===== src/rtl/block_unreverse.sv =====
// Block un-reverser: restores natural order of N-sample blocks that arrive
// newest-first. Two ping-pong banks let one block fill while the other drains.
module block_unreverse #(
   parameter int BITS = 8,
   parameter int N    = 10
) (
   input  logic            clk,
   input  logic            reset,
   input  logic            in_valid,
   output logic            in_ready,
   input  logic [BITS-1:0] data_in,
   output logic            out_valid,
   input  logic            out_ready,
   output logic [BITS-1:0] data_out,
   output logic            out_last
);

   localparam int            CW       = (N > 1) ? $clog2(N) : 1;
   localparam logic [CW-1:0] LAST_IDX = CW'(N - 1);

   typedef enum logic {IDLE, DRAIN} state_t;

   logic [BITS-1:0] mem [2][N];
   logic [1:0]      full;
   logic            wr_bank;
   logic            rd_bank;
   logic [CW-1:0]   wr_cnt;
   logic [CW-1:0]   rd_cnt;
   state_t          state;

   logic            wr_fire;
   logic            load;

   // Write side only looks at its own bank flag; a bank freed this cycle
   // becomes writable on the next one.
   assign in_ready = !reset && !full[wr_bank];
   assign wr_fire  = in_valid && in_ready;
   assign load     = (state == DRAIN) && (!out_valid || out_ready);

   // NOTE: sample storage has no reset; a bank is only read after a whole
   // block has been written into it, so stale contents are never visible.
   always_ff @(posedge clk) begin
      if (wr_fire)
         mem[wr_bank][wr_cnt] <= data_in;
   end

   // NOTE: all state here uses non-blocking assignments so every branch sees
   // the flags as they were at the start of the cycle.
   always_ff @(posedge clk) begin
      if (reset) begin
         full      <= 2'b00;
         wr_bank   <= 1'b0;
         rd_bank   <= 1'b0;
         wr_cnt    <= '0;
         rd_cnt    <= '0;
         state     <= IDLE;
         out_valid <= 1'b0;
         data_out  <= '0;
         out_last  <= 1'b0;
      end else begin
         if (wr_fire) begin
            if (wr_cnt == LAST_IDX) begin
               wr_cnt        <= '0;
               full[wr_bank] <= 1'b1;
               wr_bank       <= !wr_bank;
            end else begin
               wr_cnt <= wr_cnt + 1'b1;
            end
         end

         case (state)
            IDLE: begin
               if (full[rd_bank]) begin
                  rd_cnt <= LAST_IDX;
                  state  <= DRAIN;
               end
            end
            DRAIN: begin
               if (load) begin
                  data_out  <= mem[rd_bank][rd_cnt];
                  out_valid <= 1'b1;
                  out_last  <= (rd_cnt == '0);
                  if (rd_cnt == '0) begin
                     full[rd_bank] <= 1'b0;
                     rd_bank       <= !rd_bank;
                     // Chain straight into the other bank to avoid a bubble.
                     if (full[!rd_bank])
                        rd_cnt <= LAST_IDX;
                     else
                        state <= IDLE;
                  end else begin
                     rd_cnt <= rd_cnt - 1'b1;
                  end
               end
            end
            default: state <= IDLE;
         endcase

         if (!load && out_valid && out_ready) begin
            out_valid <= 1'b0;
            out_last  <= 1'b0;
            data_out  <= '0;
         end
      end
   end

   stall_hold_a: assert property (@(posedge clk) disable iff (reset)
      (out_valid && !out_ready) |=> (out_valid && $stable(data_out) && $stable(out_last)));

   last_qualified_a: assert property (@(posedge clk) disable iff (reset)
      out_last |-> out_valid);

endmodule


===== config.mk =====
export PLATFORM = sky130hd
export DESIGN_NAME = block_unreverse
export DESIGN_NICKNAME = d
export VERILOG_FILES = /design/src/rtl/block_unreverse.sv
export SDC_FILE = /design/constraint.sdc
export NUM_CORES = 1
export LEC_CHECK = 0
export CAP_MARGIN = 20
export CORE_ASPECT_RATIO = 1.4
export CORE_UTILIZATION = 40
export CTS_CLUSTER_SIZE = 40
export DETAILED_ROUTE_END_ITERATION = 7
export GPL_ROUTABILITY_DRIVEN = 1
export PLACE_DENSITY = 0.69
export SLEW_MARGIN = 20
export SYNTH_ARGS = -nofsm -noshare
export SYNTH_HDL_FRONTEND = slang
export SYNTH_SLANG_ARGS = --single-unit

===== constraint.sdc =====
create_clock -name clk -period 1.94 [get_ports clk]
set_input_delay 0.194 -clock clk [delete_from_list [all_inputs] [get_ports clk]]
set_output_delay 0.194 -clock clk [all_outputs]
set_load 0.02 [all_outputs]

==> impl_results.md, run 1 <==
- Count of pins over their slew limit: 0
- Cell area after layout: around 0.0089 mm²
- Placed Cells: 773
- Final period utilization: a little under 100%
- Placed cell area: a little over 0.008 mm²
- Critical Path Start: wr_bank
- Worst hold start: out_last
- Tightest Pin Transition: approximately 0.53 ns
- Min-delay worst type: flip-flop to flip-flop
- Status: completed
- Synthesized area: roughly 0.0074 mm²
- Worst vdd ir: between 0.0005 and 0.0006 V
- Height of the die: 162.6 µm
- RR Startpoint: wr_bank
- Hold-fix buffers, CTS: 0
- Nets@finish: ~570
- Register area share after synthesis: a little under three quarters
- Dpl hpwl: 11320 µm
- Reg2reg path depth: 7
- IO Count: 23
- Worst hold stages: 2
- Die width: 116.7 µm
- Syn Inst Count: roughly 470
- Mapped Nets: just under 500
- Post-synth EDFFs: 160
- Post-synth top cells: edfxtp_1 (160), mux2i_1 (65), nor2_1 (44)
- DR WL/cell: 20.65 µm
- Final hold violation count: 0
- Rows: 58
- Worst r2r dst: mem[1][40]
- Die area: ~0.019 mm²
- Cell with the most instances after synthesis: edfxtp_1
- Share of layout cells above drive strength 1: a little under a quarter
- CP max FO: 8
- Synth warn: 0
- CTS Buffer Depth: 2
- Synth async-reset ratio: 0%
- Avg Inst Size Synth: 15.61 µm²
- 1st-iter DRT viols: approximately 430
- RSZ-0062 raised after global routing: yes
- Largest cells by area after synthesis: edfxtp_1 (65%), mux2i_1 (8.8%), dfxtp_1 (6.5%)
- Tmin final: between 1.5 and 2 ns
- GR Overflow Total: 0
- Synth Flop Type: edfxtp_1
- Worst setup SP type: flip-flop
- Pleak: ~2.9 nW
- CP Data Required Time: a little over 2 ns
- Port-buffer cells: 22
- Worst EP arrival: around 2 ns
- Vias post-DR: roughly 4300
- Fmax: ~520 MHz
- Worst R2R Setup Slack: around 0.017 ns
- Rel. slew slack: 64.71%
- # fillers: 1509
- Netlist cell types: 50
- Root Driver: clkbuf_16
- Initial core utilization: 40.93%
- Antenna violations before repair: 0
- Crit. End Element: flip-flop
- Via density: between 5 and 6
- Final Total Pwr: approximately 7.9 mW
- CTS clk-pin slew, worst paths: ~0.080 ns
- WS Path Type: flip-flop to flip-flop
- Routability Congestion: between 0.8 and 0.9
- Antenna cells: 0
- # DRC: 0
- #FFs+latches synth: between 150 and 200
- Count of final setup violators: 0
- First-pass GRT wire length: around 26000 µm
- H-tree depth: 4
- Clock Latency Late Sink: about 0.42 ns
- Core area: between 0.015 and 0.02 mm²
- Hold path endpoint: out_last
- Sink Count: about 180
- Top cell type's share of synthesized area: approximately two thirds
- Number of global-route vias before repair: 4560
- Max_cap viols: 0
- Total GRT Usage: between 10% and 20%
- Largest net degree at the start of global routing: 30
- Fin Clk Skew: 0.01326 ns
- CTS tree: done
- Post-Route WL: between 15000 and 20000 µm
- Cell accounting for the most synthesized area: edfxtp_1
- Pwr Density: 885.0 mW/mm²
- Drt pass-1 iters: 5
- DRT antenna net count: 0
- Total CTS buffers: 17
- Layout Cells excl Fill: a little over 800
- Area grow syn2layout: 21.17%
-- per-layer routing --
metal	global-route usage, %	vias to the layer above	wire length (µm)
li1	-	1997	-
met1	21.78	2172	6464
met3	2.568	21	576
met5	0	-	0
met4	7.768	0	396
met2	34.24	131	9209
-- logic make-up (layout without fill, tap and decap cells) --
group / count (synthesis) / in the layout / synth area share [%]
AOI/OAI and AO/OA: 82 / 82 / 7.491
muxes: 73 / 73 / 11.28
adders and majority gates: 1 / 1 / 0.1698
DFF: 184 / 184 / 71.75
xor gates and xnor gates: 3 / 3 / 0.3568
and+or+nand+nor: 101 / 101 / 6.863
buffers and inverters: 28 / 122 / 2.089
-- sequential cells by signal (all words and copies together), names as in the netlist, named ones only --
name,cells
mem,160
data_out,8
rd_cnt,4
wr_cnt,4
full,2
out_last,1
out_valid,1
rd_bank,1
state,1
wr_bank,1
-- through the flow --
step                setup TNS (ns)  setup WS [ns]  util [%]  hold slack, ns
floorplan                   -1.088       -0.07602         -          0.2929
global placement            -12.74        -0.1709     46.06          0.4565
detailed placement          -13.64        -0.1492     46.06          0.4718
CTS                              0        0.01106     49.40          0.4845
global route               -0.1089       -0.01298     49.59          0.4966
finish                           0        0.01698     49.59          0.4830
-- worst max-delay path, cell delays in order, from the launching register on --
cell	delay, ns
dfxtp_4	0.36
mux2i_2	0.24
and2_4	0.19
nand2_4	0.05
or3_4	0.37
buf_6	0.16
nor2_2	0.10
buf_6	0.16
-- layout by cell type, fill, tap and decap left out, types with 4 or more instances in the layout --
cell             instances
clkdlybuf4s50_1         21
a22oi_1                  5
clkbuf_16               17
nand4_1                  4
a31oi_1                  5
dfxtp_1                 21
nor2b_1                  6
a21o_1                   5
nor2_2                  11
inv_8                    6
buf_6                    6
mux4_2                   8
mux2i_1                 64
a21oi_1                 12
nor2_1                  32
edfxtp_1               160
buf_4                   53
nand3_1                  7
a2bb2oi_1                5
o22ai_1                 20
o21ai_0                 10
nand2_1                 17
inv_1                    6
-- worst max-delay path by stage --
| stage | cells after the start | slack [ns] | to |
|---|---|---|---|
| 6_report | 7 | 0.02 | mem[1][40] |
| 5_1_grt | 7 | -0.01 | mem[0][46] |
| 4_1_cts | 6 | 0.01 | mem[0][27] |
| 3_5_place_dp | 8 | -0.15 | mem[0][44] |
| 3_3_place_gp | 7 | -0.17 | mem[1][66] |
| 2_1_floorplan | 6 | -0.08 | mem[1][10] |
-- power breakdown --
| group | internal [mW] | leakage, nW | switching (mW) |
|---|---|---|---|
| Combinational | 0.0753 | 0.937 | 0.129 |
| Clock | 1.83 | 0.285 | 1.55 |
| Sequential | 4.31 | 1.64 | 0.00740 |
| Total | 6.21 | 2.86 | 1.69 |
-- layout make-up --
type                    instances  area, µm²  share of cell area [%]
flip-flops and latches        184       5294                   59.32
well taps                     240      300.3                   3.365
clock buffers                  17      425.4                   4.767
clock inverters                15      156.4                   1.752
inverters                       7      26.28                  0.2944
repair buffers                 83      724.4                   8.117
multi-input cells             260       1998                   22.39
-- repair_timing --
action                                  4_1_cts  5_1_grt
pin swaps                                     1        1
setup buffers                                 1        0
gates resized for setup                       4        9
endpoints found under the setup margin       73       67
No activity file was read; power rests on OpenSTA's default activity.
==> inputs of run 2 (changes only) <==
--- a/config.mk
+++ b/config.mk
@@ -5,6 +5,7 @@
 export SDC_FILE = /design/constraint.sdc
 export NUM_CORES = 1
 export LEC_CHECK = 0
+export ABC_CLOCK_PERIOD_IN_PS = 1940
 export CAP_MARGIN = 20
 export CORE_ASPECT_RATIO = 1.4
 export CORE_UTILIZATION = 40
==> results of run 2 <==
Final layout, timing and power as in run 1 (identical DEF).
